`src/rtl/apb_dmem_ctrl.sv`:
```
// APB3 data-memory port sequencer: IDLE -> SETUP -> ACCESS -> DONE.
// Define APB_DMEM_TIMEOUT_EN to abort ACCESS after TIMEOUT_CYCLES waits.
module apb_dmem_ctrl #(
  parameter int ADDR_W         = 6,
  parameter int DATA_W         = 16,
  parameter int TIMEOUT_CYCLES = 15
) (
  input  logic              clk,
  input  logic              rst,
  input  logic              req_read,
  input  logic              req_write,
  input  logic [ADDR_W-1:0] req_addr,
  input  logic [DATA_W-1:0] req_wdata,
  output logic              stall,
  output logic [DATA_W-1:0] rdata,
  output logic              rdata_valid,
  output logic              err,
  output logic              psel,
  output logic              penable,
  output logic              pwrite,
  output logic [ADDR_W-1:0] paddr,
  output logic [DATA_W-1:0] pwdata,
  input  logic [DATA_W-1:0] prdata,
  input  logic              pready,
  input  logic              pslverr
);

  typedef enum logic [1:0] {
    IDLE,
    SETUP,
    ACCESS,
    DONE
  } state_e;

  state_e            state_q;
  logic              psel_q;
  logic              penable_q;
  logic              pwrite_q;
  logic [ADDR_W-1:0] paddr_q;
  logic [DATA_W-1:0] pwdata_q;
  logic [DATA_W-1:0] rdata_q;
  logic              rvalid_q;
  logic              err_q;
  logic              req;

`ifdef APB_DMEM_TIMEOUT_EN
  localparam int CW = $clog2(TIMEOUT_CYCLES + 1);
  logic [CW-1:0] cnt_q;
`endif

  assign req = req_read | req_write;

  always_ff @(posedge clk or negedge rst) begin
    if (!rst) begin
      state_q   <= IDLE;
      psel_q    <= 1'b0;
      penable_q <= 1'b0;
      pwrite_q  <= 1'b0;
      paddr_q   <= '0;
      pwdata_q  <= '0;
      rdata_q   <= '0;
      rvalid_q  <= 1'b0;
      err_q     <= 1'b0;
`ifdef APB_DMEM_TIMEOUT_EN
      cnt_q     <= '0;
`endif
    end else begin
      rvalid_q <= 1'b0;
      err_q    <= 1'b0;
      unique case (state_q)
        IDLE: begin
          if (req) begin
            // write wins when both requests are raised
            pwrite_q <= req_write;
            paddr_q  <= req_addr;
            pwdata_q <= req_wdata;
            psel_q   <= 1'b1;
            state_q  <= SETUP;
`ifdef APB_DMEM_TIMEOUT_EN
            cnt_q    <= '0;
`endif
          end
        end
        SETUP: begin
          penable_q <= 1'b1;
          state_q   <= ACCESS;
        end
        ACCESS: begin
          if (pready) begin
            psel_q    <= 1'b0;
            penable_q <= 1'b0;
            err_q     <= pslverr;
            if (!pwrite_q && !pslverr) begin
              rdata_q  <= prdata;
              rvalid_q <= 1'b1;
            end
            state_q <= DONE;
          end
`ifdef APB_DMEM_TIMEOUT_EN
          else if (cnt_q == CW'(TIMEOUT_CYCLES)) begin
            psel_q    <= 1'b0;
            penable_q <= 1'b0;
            err_q     <= 1'b1;
            state_q   <= DONE;
          end else if (cnt_q != '1) begin
            cnt_q <= cnt_q + 1'b1;
          end
`endif
        end
        DONE: begin
          state_q <= IDLE;
        end
        default: begin
          state_q <= IDLE;
        end
      endcase
    end
  end

  assign stall = ((state_q == IDLE) && req)
               || (state_q == SETUP)
               || (state_q == ACCESS);

  assign psel        = psel_q;
  assign penable     = penable_q;
  assign pwrite      = pwrite_q;
  assign paddr       = paddr_q;
  assign pwdata      = pwdata_q;
  assign rdata       = rdata_q;
  assign rdata_valid = rvalid_q;
  assign err         = err_q;

endmodule
```
`config.mk`:
```
export PLATFORM = sky130hd
export DESIGN_NAME = apb_dmem_ctrl
export DESIGN_NICKNAME = d
export VERILOG_FILES = /design/src/rtl/apb_dmem_ctrl.sv
export SDC_FILE = /design/constraint.sdc
export NUM_CORES = 1
export LEC_CHECK = 0
export CAP_MARGIN = 20
export CORE_UTILIZATION = 35
export DETAILED_ROUTE_END_ITERATION = 10
export PLACE_DENSITY_LB_ADDON = 0.2
export SYNTH_ARGS = -nofsm -noshare
export SYNTH_HDL_FRONTEND = slang
export SYNTH_SLANG_ARGS = --single-unit
export TNS_END_PERCENT = 50
```
`constraint.sdc`:
```
create_clock -name clk -period 2.75 [get_ports clk]
set_input_delay 0.825 -clock clk [delete_from_list [all_inputs] [get_ports clk]]
set_output_delay 0.825 -clock clk [all_outputs]
set_load 0.005 [all_outputs]
```
==> results of run 1 <==
-- cell families after synthesis --
group,count (synthesis)
compound gates,5
fa+ha+maj,3
buf+inv,7
flops,45
mux,40
simple gates,11
-- registers in the layout (all words and copies together) (netlist names) --
signal       cells
rdata_valid      1
rdata           16
pwdata          16
paddr            6
state_q          2
penable          1
psel             1
err              1
pwrite           1
-- per-stage QoR --
stage	setup WS, ps	std cells	util [%]	power (mW)
2_1_floorplan	557.8	111	-	1.764
3_3_place_gp	-14.68	267	57.04	2.539
3_5_place_dp	-32.61	267	57.04	2.612
4_1_cts	178.6	275	58.70	3.007
5_1_grt	85.86	275	58.70	3.167
6_report	189.5	275	58.70	2.958
-- worst paths after layout --
kind / start / endpoint / slack, ps / cells after the start
max in group asynchronous: rst / pwdata[8] / 2000 / 2
worst max register to register: state_q[0] / rdata[9] / 940 / 6
worst min-delay path: rst / rdata[5] / 510 / 2
worst max-delay path: req_write / stall / 190 / 4
worst min register to register: paddr[1] / paddr[1] / 510 / 1
min in group clk: paddr[1] / paddr[1] / 510 / 1
-- worst register-to-register path: stages, from the launching register on --
cell and delay [ps]:
dfrtp_1 410, inv_1 90, ha_1 300, nand2_2 120
nor3_4 100, buf_4 290, mux2_2 380
-- cells in the final DEF, fill, tap and decap left out, drive strengths merged --
cell type / count
nor3: 1
ha: 3
o21ai: 1
dlygate4sd2: 2
mux2i: 1
a22o: 1
clkinv: 2
inv: 4
and3: 1
a21oi: 1
buf: 6
o22ai: 1
nor2b: 1
nor2: 3
nand2: 5
clkdlybuf4s50: 84
mux2: 39
clkbuf: 6
o22a: 1
dfrtp: 45
-- where the power goes --
| group | total, mW | internal, mW | switching [mW] |
|---|---|---|---|
| combinational | 1.41 | 0.981 | 0.432 |
| sequential | 1.17 | 0.989 | 0.176 |
| clock | 0.381 | 0.176 | 0.204 |
| total | 2.96 | 2.15 | 0.812 |
-- final cells by class --
class                      count  share of cell area, %
inverter                       4                 0.5310
multi-input combinational     59                  21.90
clock inverter                 2                 0.3540
tap                           67                  2.965
clock buffer                   6                  2.566
timing repair buffer          92                  31.86
sequential                    45                  39.82
-- routing by layer --
layer  up-vias  GRT usage [%]
li1        575              -
met1       589          18.14
met2        54          27.12
met3         6          6.173
met4         0          4.487
met5         -              0
==> metrics.csv, run 1 <==
metric;value;unit
CP Data Required Time;1930;ps
adder-cell share of the synthesized area;2.096;%
met3 WL;292;um
share of the synthesized area in the top cell type;62.89;%
crit path max fanout;2;
gpl congestion;0.7525;
CTS Buf Count;5;
Diodes inserted;0;
DIE AREA;5406;um2
Register Area;1126;um2
Hold-fix buffers, CTS;0;
EDFF count, synth;0;
clk_skew;7.201;ps
Max transition margin;80.21;%
FF+latch count, synth;45;
pwr dens;1046;nW/um2
vias per cell;4.451;
Slew Viols, Final;0;
die width;73.53;um
compound-cell area share of the yosys netlist;2.096;%
setup tns final;0;ps
# rows;25;
simple-gate share of the synthesized area;3.424;%
warnings from Yosys;0;
RSZ-0062 raised after global routing;false;
top post-synthesis cells by count;dfrtp_1 (45), mux2_2 (30), mux2_4 (9);
Pleak;1.226;nW
Root Buffer;clkbuf_8;
initial antenna violation count;0;
Max clock buf depth;2;
cell family with most CP delay;buffers and inverters;
Critical Path AT;1740;ps
Starting Density;37.17;%
Overall Global Routing Usage;15.75;%
worst vdd ir;0.5670;mV
Avg Inst Size Synth;16.13;um2
worst path bufs/invs;2;
count of final hold-check violations;0;
critical path class;in2out;
synth top area cells;dfrtp_1 (63%), mux2_2 (19%), mux2_4 (7.5%);
top_reg_cell synth;dfrtp_1;
Placed Area;2748;um2
XOR/XNOR share of the synthesized area;0;%
Post-CTS Setup Inserts;0;
Post-Route WL;3957;um
clk sinks;45;
CP Capture Type;primary output;
grt ovf;0;
WL met2;1998;um
async set or reset register ratio after synthesis;100.0;%
setup violators final;0;
Syn Inst Count;111;
DR top layer;met4;
CP Cell Sequence;dlygate4sd2_1, o21ai_2, nand2_1, clkdlybuf4s50_1;
Tcrit/Tclk final;93.11;%
outcome;completed;
DR WL/cell;14.39;um
synth-to-layout area growth;57.93;%
Final Net Count;254;
most numerous cell in the Yosys netlist;dfrtp_1;
slowest stage cell, crit path;clkdlybuf4s50_1;
initial drt markers;27;
Hold Slack;507.5;ps
Final min period;2560;ps
drt pass-1 iters;4;
H-tree Lvls;2;
Worst path max stage delay;440;ps
worst skew pair latency;290;ps
number of global-route vias before repair;1308;
fill count;431;
Fmax achieved;0.3906;GHz
first-pass GRT wire length;6244;um
Worst-Margin Slew;296.9;ps
syn_nets;158;
Post-Syn Area;1790;um2
sequential fraction of the synthesis area;62.89;%
Hold WC Path Type;in2async;
Post-DRT Antenna Nets;0;
Unique masters post-synth;19;
# DRC;0;
largest family of logic cells by synthesized area;multiplexers;
mux cell area share after synthesis;26.97;%
via count;1224;
Port Buffers;87;
M1 WL;1625;um
Multi-input gate area;619.3;um2
crit start category;primary input;
post-synth top area cell;dfrtp_1;
CTS tree;built;
post-CTS sizing;2;
total of max-cap violations;0;
design area;2828;um2
clk slew on worst S/H paths;80;ps
pin count of the biggest net entering global routing;25;
die height;73.53;um
I/O pin count;88;
share of layout cells above drive strength 1;26.44;%
post-DP HPWL;3033;um
core box area;4817;um2
(Power assumes the default switching activity.)
==> inputs of run 2 (changes only) <==
--- a/config.mk
+++ b/config.mk
@@ -8,6 +8,7 @@
 export CAP_MARGIN = 20
 export CORE_UTILIZATION = 35
 export DETAILED_ROUTE_END_ITERATION = 10
+export GPL_TIMING_DRIVEN = 0
 export PLACE_DENSITY_LB_ADDON = 0.2
 export SYNTH_ARGS = -nofsm -noshare
 export SYNTH_HDL_FRONTEND = slang
==> run 2 against run 1 <==
Critical path depth grew 1. Largest power group unchanged. Combinational power grew 3%. Register-to-register slack lost 100 ps. Largest cell class unchanged. Critical endpoint unchanged. Non-clock buffer count grew 1. Clock skew shrank 2.6 ps. Clock power grew 33%.
==> metrics.csv, run 2 (same netlist as run 1, synthesis figures left out) <==
metric;value;unit
most frequent cells in the layout;clkdlybuf4s50_1 (84), dfrtp_1 (45), mux2_2 (30);
CP Cell Sequence;dlygate4sd2_1, o21ai_4, buf_6, nand2_1, clkdlybuf4s50_1;
setup tns final;0;ps
CP Depth;5;
Final Instance Count excl. Fillers;276;
Pleak;1.253;nW
Worst path max stage delay;440;ps
CP Data Required Time;1930;ps
count of final hold-check violations;0;
slowest stage cell, crit path;clkdlybuf4s50_1;
clk sinks;45;
pwr dens;1072;nW/um2
grt ovf;0;
share of layout cells above drive strength 1;27.27;%
synth-to-layout area growth;62.68;%
post-DP HPWL;3009;um
reg-to-reg slack, setup;840;ps
H-tree Lvls;2;
worst vdd ir;0.4757;mV
setup violators final;0;
Post-Route WL;3931;um
critical path class;in2out;
Max transition margin;65.29;%
clk slew on worst S/H paths;80;ps
Hold WC Path Type;in2async;
crit start category;primary input;
FF-to-FF path depth;6;
Post-DRT Antenna Nets;0;
die height;73.53;um
pin count of the biggest net entering global routing;26;
Critical Path AT;1850;ps
# rows;25;
initial drt markers;11;
power after layout;3.123;mW
dpl cells;266;
gpl congestion;0.7086;
core box area;4817;um2
critical path startpoint;req_read;
Overall Global Routing Usage;15.80;%
total of max-cap violations;0;
outcome;completed;
drt pass-1 iters;3;
CTS Buf Count;5;
Starting Density;37.17;%
# DRC;0;
Tcrit/Tclk final;97.40;%
worst skew pair latency;290;ps
worst setup path end;stall;
vias per cell;4.471;
CTS tree;built;
DIE AREA;5406;um2
CP Capture Type;primary output;
cell family with most CP delay;buffers and inverters;
crit path max fanout;2;
Root Buffer;clkbuf_8;
worst path bufs/invs;3;
DR WL/cell;14.24;um
number of global-route vias before repair;1316;
Fmax achieved;0.3733;GHz
Slew Viols, Final;0;
I/O pin count;88;
Final min period;2679;ps
Hold Slack;497.5;ps
first-pass GRT wire length;6403;um
reg2reg start;state_q[0];
Worst R2R End;rdata[4];
initial antenna violation count;0;
Max clock buf depth;2;
Worst-Margin Slew;520.6;ps
die width;73.53;um
RSZ-0062 raised after global routing;false;
Final Net Count;255;
Diodes inserted;0;
Port Buffers;87;
commonest non-fill, non-tap cell in the layout;clkdlybuf4s50_1;
clk_skew;4.607;ps
via count;1234;
==> run 2: layout make-up <==
| cell class | count | area (um2) |
|---|---|---|
| plain buffers | 3 | 36.28 |
| clock buffers | 7 | 86.33 |
| clock inverters | 1 | 30.03 |
| fillers | 411 | 1904 |
| inverters | 4 | 15.01 |
| multi-input cells | 59 | 629.4 |
| flip-flops and latches | 45 | 1126 |
| well taps | 67 | 83.83 |
| repair buffers | 90 | 905.9 |
==> run 2: what timing repair did <==
item,in CTS,in global routing
gates resized for setup,5,1
setup buffers,2,0
hold buffers,0,0
endpoints found under the setup margin,1,1
pin swaps,1,0
==> run 2: through the flow <==
step | util, % | instance area, um2 | setup WS, ps
6_report | 60.47 | 2913 | 71.47
5_1_grt | 60.47 | 2913 | 22.84
3_3_place_gp | 56.99 | 2745 | -512.5
3_5_place_dp | 57.45 | 2768 | -511.8
2_1_floorplan | - | 1790 | 557.8
4_1_cts | 60.42 | 2910 | 62.56
==> run 2: worst min-delay path by stage <==
stage | startpoint | endpoint | slack (ps) | cells past startpoint
2_1_floorplan | state_q[0] | state_q[0] | 490 | 1
3_3_place_gp | pwdata[7] | pwdata[7] | 490 | 1
3_5_place_dp | pwdata[15] | pwdata[15] | 490 | 1
4_1_cts | rst | rdata[4] | 500 | 1
5_1_grt | rst | rdata[4] | 510 | 1
6_report | rst | rdata[4] | 500 | 1
==> run 2: layer usage <==
metal | vias up | GRT usage (%) | wire length [um]
li1 | 577 | - | -
met1 | 592 | 18.73 | 1586
met2 | 56 | 26.81 | 1994
met3 | 9 | 5.075 | 280
met4 | 0 | 5.769 | 69
met5 | - | 0 | 0
==> run 2: where the power goes <==
group / total [mW] / internal (mW) / switching, mW
clock: 0.507 / 0.296 / 0.211
combinational: 1.45 / 1.02 / 0.434
sequential: 1.17 / 0.989 / 0.176
total: 3.12 / 2.30 / 0.822
==> inputs of run 3 (changes only) <==
--- a/config.mk
+++ b/config.mk
@@ -7,7 +7,9 @@
 export LEC_CHECK = 0
 export CAP_MARGIN = 20
 export CORE_UTILIZATION = 35
+export CTS_CLUSTER_DIAMETER = 150
 export DETAILED_ROUTE_END_ITERATION = 10
+export GPL_ROUTABILITY_DRIVEN = 1
 export GPL_TIMING_DRIVEN = 0
 export PLACE_DENSITY_LB_ADDON = 0.2
 export SYNTH_ARGS = -nofsm -noshare
==> constraint.sdc (replaced) <==
create_clock -name clk -period 2.6 [get_ports clk]
set_input_delay 0.78 -clock clk [delete_from_list [all_inputs] [get_ports clk]]
set_output_delay 0.78 -clock clk [all_outputs]
set_load 0.005 [all_outputs]
==> run 3 against run 2 <==
Die area unchanged. Combinational power increased by 7%. First-iteration DRC count increased by 55%. Core utilization increased by 0.26 points. Hold slack got worse by 43 ps. Flip-flop and latch count unchanged. Clock skew decreased by 0.54 ps. Final area increased by 0.43%. Critical endpoint unchanged. Largest cell class unchanged. Highest routed layer unchanged.
==> metrics.csv, run 3 (same netlist as run 1, synthesis figures left out) <==
metric;value;unit
Gate power share;46.7;%
Critical Path AT;1510;ps
worst skew pair latency;290;ps
clk_skew;4.066;ps
clk slew on worst S/H paths;80;ps
outcome;completed;
die height;73.53;um
Fmax achieved;0.4367;GHz
CTS Buf Count;5;
synth-to-layout area growth;63.38;%
gpl congestion;0.7086;
slowest stage cell, crit path;dlygate4sd2_1;
clk sinks;45;
Starting Density;37.17;%
# rows;25;
Slew Viols, Final;0;
number of global-route vias before repair;1318;
Post-DRT Antenna Nets;0;
power after layout;3.316;mW
initial drt markers;17;
pwr dens;1134;nW/um2
Overall Global Routing Usage;15.83;%
CP Data Required Time;1820;ps
Final Net Count;255;
Root Buffer;clkbuf_8;
I/O pin count;88;
Final min period;2290;ps
Post-Route WL;3961;um
DR WL/cell;14.35;um
commonest non-fill, non-tap cell in the layout;clkdlybuf4s50_1;
FF-to-FF path depth;6;
Hold WC Path Type;in2async;
reg2reg start;state_q[0];
RSZ-0062 raised after global routing;false;
vias per cell;4.482;
crit start category;primary input;
internal power;2.440;mW
share of layout cells above drive strength 1;27.27;%
NetSw;876.4;uW
Hold-fix buffers, CTS;0;
fill count;409;
total of max-cap violations;0;
Pleak;1.263;nW
Worst R2R End;rdata[4];
Worst path max stage delay;270;ps
die width;73.53;um
Diodes inserted;0;
reg-to-reg slack, setup;620;ps
initial antenna violation count;0;
H-tree Lvls;2;
count of final hold-check violations;0;
Sequential Power Share;37.1;%
DIE AREA;5406;um2
via count;1237;
post-DP HPWL;3009;um
CTS tree;built;
Port Buffers;87;
Multi-input gate area;639.4;um2
pin count of the biggest net entering global routing;26;
clock network fraction of total power;16.2;%
setup tns final;0;ps
Tcrit/Tclk final;88.06;%
# DRC;0;
worst vdd ir;0.5158;mV
crit path max fanout;2;
worst path bufs/invs;3;
grt ovf;0;
Worst-Margin Slew;527.1;ps
most frequent cells in the layout;clkdlybuf4s50_1 (83), dfrtp_1 (45), mux2_2 (30);
critical path startpoint;req_read;
Register Area;1126;um2
first-pass GRT wire length;6417;um
Switching Share;26.43;%
Max clock buf depth;2;
CP Cell Sequence;dlygate4sd2_1, o21ai_4, buf_6, nand2_1, dlymetal6s2s_1;
critical path class;in2out;
CP Capture Type;primary output;
Max transition margin;64.86;%
core box area;4817;um2
drt pass-1 iters;3;
cell family with most CP delay;buffers and inverters;
setup violators final;0;
## run 3: cell types whose count changed in the layout (fill, tap and decap cells not counted), sizes merged
cell	change
clkdlybuf4s50	-1
dlymetal6s2s	+1
## run 3: per-stage QoR
step | cells | setup WS, ps | area [um2] | util [%] | hold WS [ps]
global placement | 265 | -572.5 | 2745 | 56.99 | 487.4
finish | 276 | 310.3 | 2925 | 60.73 | 454.9
CTS | 276 | 2.557 | 2913 | 60.47 | 459.6
detailed placement | 266 | -571.8 | 2768 | 57.45 | 493.4
global route | 276 | 273.2 | 2925 | 60.73 | 469.5
floorplan | 111 | 497.8 | 1790 | - | 484.4
## run 3: worst register-to-register path: cells and delay by family (launching register included)
kind / cells / cell delay (ps)
mux: 1 / 310
fa+ha+maj: 1 / 310
flops: 1 / 410
buf+inv: 2 / 340
simple gates: 2 / 510
## run 3: what timing repair did
item | 4_1_cts | 5_1_grt
resized for setup | 6 | 2
pin swaps | 1 | 0
endpoints found under the setup margin | 1 | 1
gates cloned | 0 | 0
setup buffers | 2 | 0
## run 3: power groups by stage
| stage | combinational, mW | clock, mW | sequential, mW |
|---|---|---|---|
| 2_1_floorplan | 0.608 | 0 | 1.26 |
| 3_3_place_gp | 1.47 | 0 | 1.22 |
| 3_5_place_dp | 1.51 | 0 | 1.25 |
| 4_1_cts | 1.56 | 0.557 | 1.24 |
| 5_1_grt | 1.67 | 0.586 | 1.28 |
| 6_report | 1.55 | 0.537 | 1.23 |
## run 3: cell type report
class	count	share of cell area, %
Clock inverter	1	1.027
Buffer	3	1.240
Timing Repair Buffer	90	31.05
Inverter	4	0.5133
Sequential cell	45	38.49
Tap cell	67	2.866
Clock buffer	7	2.951
Multi-Input combinational cell	59	21.86
## run 3: worst max path at each step
| stage | depth (start not counted) | end | slack (ps) |
|---|---|---|---|
| finish | 5 | stall | 310 |
| global route | 5 | stall | 270 |
| floorplan | 3 | stall | 500 |
| global placement | 5 | stall | -570 |
| detailed placement | 5 | stall | -570 |
| CTS | 5 | stall | 3 |
## run 3: metal layers
layer / wire length [um] / vias to the layer above / track usage, % / part of all wire, %
li1: - / 577 / - / -
met1: 1599 / 595 / 18.82 / 40
met2: 2012 / 56 / 26.81 / 51
met3: 280 / 9 / 5.075 / 7.1
met4: 69 / 0 / 5.769 / 1.7
met5: 0 / - / 0 / 0
==> variant 1, RTL diff (config.mk and constraints of run 2) <==
The parameter `ADDR_W` goes from 6 to 5.
--- a/src/rtl/apb_dmem_ctrl.sv
+++ b/src/rtl/apb_dmem_ctrl.sv
@@ -1,7 +1,7 @@
 // APB3 data-memory port sequencer: IDLE -> SETUP -> ACCESS -> DONE.
 // Define APB_DMEM_TIMEOUT_EN to abort ACCESS after TIMEOUT_CYCLES waits.
 module apb_dmem_ctrl #(
-  parameter int ADDR_W         = 6,
+  parameter int ADDR_W         = 5,
   parameter int DATA_W         = 16,
   parameter int TIMEOUT_CYCLES = 15
 ) (
Interface: changed (resized paddr and req_addr); port bits go from 88 to 86. The function was not compared with the original's and may differ.
==> variant 1 against run 2 <==
Design area decreased by 3.1%. Power decreased by 5.3%. Synthesized area is 2.2% lower. Largest cell class unchanged. Routed wire length decreased by 4.9%. Clock power decreased by 19%. Synthesized cell count is 1.8% lower. Via count decreased by 3.7%. Sequential cell count is 1 lower. Core utilization shrank 1.1 points. Setup slack got worse by 6.9 ps. Global-route usage is 0.69 points lower.
==> variant 1: results (changes against run 2) <==
Run status
  – Status: complete, no violations (unchanged)

STA
  – Endpoints failing setup: 0 (unchanged)
  – Post-route setup slack: 64.5 ps (was 71.5 ps)
  – Setup Skew: 2.59 ps (was 4.61 ps)
  – WHS: 453 ps (was 497 ps)
  – Worst-Margin Slew: 453 ps (was 521 ps)

Finish
  – # nets final: 250 (was 255)
  – Antenna Cells: 0 (unchanged)
  – Share of layout cells above drive strength 1: 0.268 (was 0.273)
  – Final Non-Filler Cells: 272 (was 276)

Setup path
  – Crit path largest cell delay: 440 ps (about the same)
  – Peak fanout along the critical path: 2 (unchanged)
  – Reg2reg setup slack: 850 ps
  – Critical path's slowest cell: clkdlybuf4s50_1 (unchanged)
  – Critical path class: in2out (unchanged)
  – CP bufs+invs: 3 (unchanged)
  – Critical path's top delay family: buffers and inverters (unchanged)

Clocking
  – Clock Tree Buf Depth: 2 (unchanged)
  – CTS buffer count: 5 (unchanged)
  – Clock root cell: clkbuf_8 (unchanged)
  – Worst-path clk slew: 80 ps (about the same)
  – Clk_lat worst skew: 290 ps (about the same)
  – H-tree levels: 2 (unchanged)

Placed design
  – Post-DP HPWL: 2820 um (was 3010 um)
  – Post-DP Area: 2700 um^2 (was 2770 um^2)
  – I/O Buffers: 85 (was 87)
  – Placement Setup Slack: -598 ps (was -512 ps)
  – GPL Wtd Cong: 0.752 (was 0.709)
  – DP Cell Count: 262 (was 266)

Logic synthesis
  – Synth cell types: 19 (unchanged)
  – Synth area leaders: dfrtp_1 (63%), mux2_2 (19%), mux2_4 (7.7%), ha_1 (2.1%), buf_12 (1.1%) (was dfrtp_1 (63%), mux2_2 (19%), mux2_4 (7.5%), ha_1 (2.1%), buf_12 (1.1%))
  – Commonest cells post-synth: dfrtp_1 (44), mux2_2 (29), mux2_4 (9) (was dfrtp_1 (45), mux2_2 (30), mux2_4 (9))
  – FFs w/ async S/R, synth: 1.00 (unchanged)
  – Syn_nets: 155 (was 158)
  – Post-Synthesis Cells: 109 (was 111)
  – YS warnings: 0 (unchanged)
  – Seq/Total Area, Yosys: 0.629 (about the same)

Detailed routing
  – DRT iter0 DRCs: 41 (was 11)
  – Drt first pass iters: 4 (was 3)
  – Via density: 4.37 (was 4.47)
  – Final WL: 3740 um (was 3930 um)

GRT
  – Pin count of the biggest net entering global routing: 29 (was 26)
  – M1 GR Usage: 0.183 (was 0.187)
  – First-pass GRT wire length: 5910 um (was 6400 um)
  – Grt met2 use: 0.251 (was 0.268)
  – Met3 GRT Util: 0.0566 (was 0.0508)
  – Initial antenna violation count: 0 (unchanged)
  – Total Routing Usage GR: 0.151 (was 0.158)
  – Number of global-route vias before repair: 1,246 (was 1,316)

Pwr
  – Leakage Power: 1.21 nW (was 1.25 nW)
  – VDD IR max: 0.000522 V (was 0.000476 V)

Worst hold path
  – HP Class: in2async (unchanged)
## variant 1: cell count changes in the layout (fill, tap and decap cells not counted), sizes merged
cell,run 2,this run
clkbuf,7,8
mux2,39,38
bufinv,1,0
clkdlybuf4s50,84,82
dfrtp,45,44
## variant 1: where the power goes
part	switching, mW	internal [mW]	total (mW)
sequential	0.171	0.967	1.14
clock	0.208	0.205	0.413
combinational	0.415	0.991	1.41
total	0.794	2.16	2.96
## variant 1: worst paths after layout
kind	endpoint	from	cells past startpoint
min	state_q[1]	rst	1
min in group clk	paddr[3]	paddr[3]	1
max reg2reg	rdata[4]	state_q[0]	6
max	stall	req_read	5
max in group asynchronous	pwdata[5]	rst	2
min reg2reg	paddr[3]	paddr[3]	1
## variant 1: area by class of cell
class / instances / area [um^2]
Clock buffer: 8 / 90.1
Timing Repair Buffer: 88 / 878
Buffer: 3 / 36.3
Inverter: 4 / 15.0
Tap cell: 67 / 83.8
Sequential cell: 44 / 1100
Fill cell: 388 / 1930
Multi-Input combinational cell: 58 / 618
## variant 1: what timing repair did
item | 4_1_cts | 5_1_grt
pin swaps | 1 | 0
gates resized for setup | 6 | 1
buffers inserted | 2 | 0
setup endpoints to repair | 1 | 1
## variant 1: metal layers
metal,routed length [um],vias to the layer above
li1,-,561
met1,1620,572
met2,1850,48
met3,212,7
met4,63,0
met5,0,-
## variant 1: kinds of logic (layout without fill, tap and decap cells)
group           Yosys count  count (layout)  share of synthesized area
buf+inv                   7             103                     0.0257
fa+ha+maj                 3               3                     0.0214
mux                      39              39                      0.269
flops                    44              44                      0.629
compound gates            5               5                     0.0193
simple gates             11              11                     0.0350
==> variant 2, RTL diff (config.mk and constraints of run 2) <==
Made on the original files. Put one more register stage on the output `err`, without a reset. The value now appears one clock later. The other outputs are not delayed to match.
--- a/src/rtl/apb_dmem_ctrl.sv
+++ b/src/rtl/apb_dmem_ctrl.sv
@@ -128,6 +128,8 @@
   assign pwdata      = pwdata_q;
   assign rdata       = rdata_q;
   assign rdata_valid = rvalid_q;
-  assign err         = err_q;
+  always_ff @(posedge clk) begin
+    err <= err_q;
+  end
 
 endmodule
Behaviour: not the same (a bounded check fails within 4 cycles, from zero or initial values and one cycle with rst low).
==> variant 2 against run 2 <==
Core utilization is 0.83 points lower. Design area shrank 0.73%. Power fell by 3.6%. Non-clock buffer count unchanged. Sequential share of layout area up 0.98 points. Synthesized area grew 1.1%. Setup slack worse by 7.7 ps. Sequential cell count up 1. Routed wire length fell by 1.8%. Critical path type unchanged. Largest cell class unchanged. Largest power group unchanged. Highest routed layer unchanged.
==> variant 2: results (changes against run 2) <==
Detailed routing
  – DRT iter0 DRCs: 40 (was 11)
  – Final WL: 3860 um (was 3930 um)
  – Met2 wire len: 2070 um (was 1990 um)
  – Metal3 WL: 217 um (was 280 um)
  – Drt first pass iters: 4 (was 3)
  – DR vias: 1,244 (was 1,234)
  – Length of routed wiring on met1: 1510 um (was 1590 um)

GRT
  – Total Routing Usage GR: 0.147 (was 0.158)
  – Initial antenna violation count: 0 (unchanged)
  – M1 GR Usage: 0.170 (was 0.187)
  – Met3 GRT Util: 0.0439 (was 0.0508)
  – Pin count of the biggest net entering global routing: 29 (was 26)
  – Grt met2 use: 0.253 (was 0.268)
  – First-pass GRT wire length: 5880 um (was 6400 um)
  – Number of global-route vias before repair: 1,273 (was 1,316)

Pwr
  – Combinational power share: 0.483 (was 0.464)
  – Net Switching: 0.814 mW (was 0.822 mW)
  – VDD IR max: 0.000449 V (was 0.000476 V)
  – Leakage Power: 1.24 nW (was 1.25 nW)
  – Clk. pwr: 0.380 mW (was 0.507 mW)

Setup path
  – Reg2reg setup slack: 860 ps (was 840 ps)
  – CP startpoint: req_read (unchanged)
  – Cells on worst reg2reg path: 6 (unchanged)
  – Reg2reg end: rdata[3] (was rdata[4])

Clocking
  – Worst-path clk slew: 70 ps
  – Clock sinks: 46 (was 45)
  – Clk_lat worst skew: 290 ps (about the same)

STA
  – Fmax: 372 MHz (was 373 MHz)
  – Setup Skew: 9.29 ps (was 4.61 ps)
  – Worst-Margin Slew: 467 ps (was 521 ps)

Worst hold path
  – HP Class: reg2reg (was in2async)
  – Hold_sp: err_q

Placed design
  – GPL Wtd Cong: 0.737 (was 0.709)
  – Placement Setup Slack: -516 ps (was -512 ps)
  – Post-DP HPWL: 2980 um (was 3010 um)

Logic synthesis
  – Commonest cells post-synth: dfrtp_1 (45), mux2_2 (30), mux2_4 (9) (unchanged)
  – Synth cell types: 20 (was 19)
  – Syn_nets: 159 (was 158)
  – Seq/Total Area, Yosys: 0.633 (was 0.629)
  – Synth area leaders: dfrtp_1 (62%), mux2_2 (19%), mux2_4 (7.5%), ha_1 (2.1%), buf_12 (1.1%) (was dfrtp_1 (63%), mux2_2 (19%), mux2_4 (7.5%), ha_1 (2.1%), buf_12 (1.1%))
  – FFs w/ async S/R, synth: 0.978 (was 1.00)
  – YS warnings: 0 (unchanged)

Finish
  – Share of layout cells above drive strength 1: 0.271 (was 0.273)
  – Non-clk buf share: 0.323 (about the same)
  – Sequential cell area share: 0.396 (was 0.387)
  – Clock buffers: 6 (was 7)
  – # nets final: 256 (was 255)
  – Multi-input gate count: 59 (unchanged)
  – Multi-input combinational area share: 0.218 (was 0.216)
  – Layout fillers: 415 (was 411)
  – Antenna Cells: 0 (unchanged)
  – Clock buf/inv share: 0.0286 (was 0.0399)

Run status
  – Status: complete, no violations (unchanged)
==> variant 2: cell count changes in the layout (fill, tap and decap cells not counted), sizes merged <==
| cell | delta |
|---|---|
| bufinv | -1 |
| clkbuf | -1 |
| dfxtp | +1 |
| clkinv | +2 |
==> variant 2: stage by stage <==
stage	cell area, um^2	TNS [ps]	instances	hold slack, ps
global placement	2770	-11040	266	329
CTS	2890	0	277	357
detailed placement	2780	-516	267	339
floorplan	1810	0	112	324
global route	2890	0	277	365
finish	2890	0	277	353
==> variant 2: repair_timing <==
action                     4_1_cts  5_1_grt
resized for setup                5        1
pin swaps                        1        0
cloned                           0        0
setup endpoints to repair        1        1
setup buffers                    2        0
==> variant 2: cell families after synthesis <==
family                   count (synthesis)  synth area share
flip-flops                              46             0.633
multiplexers                            40             0.267
AND/OR/NAND/NOR                         11            0.0339
buffers and inverters                    7            0.0249
AO/OA/AOI/OAI                            5            0.0207
adder cells (fa/ha/maj)                  3            0.0207
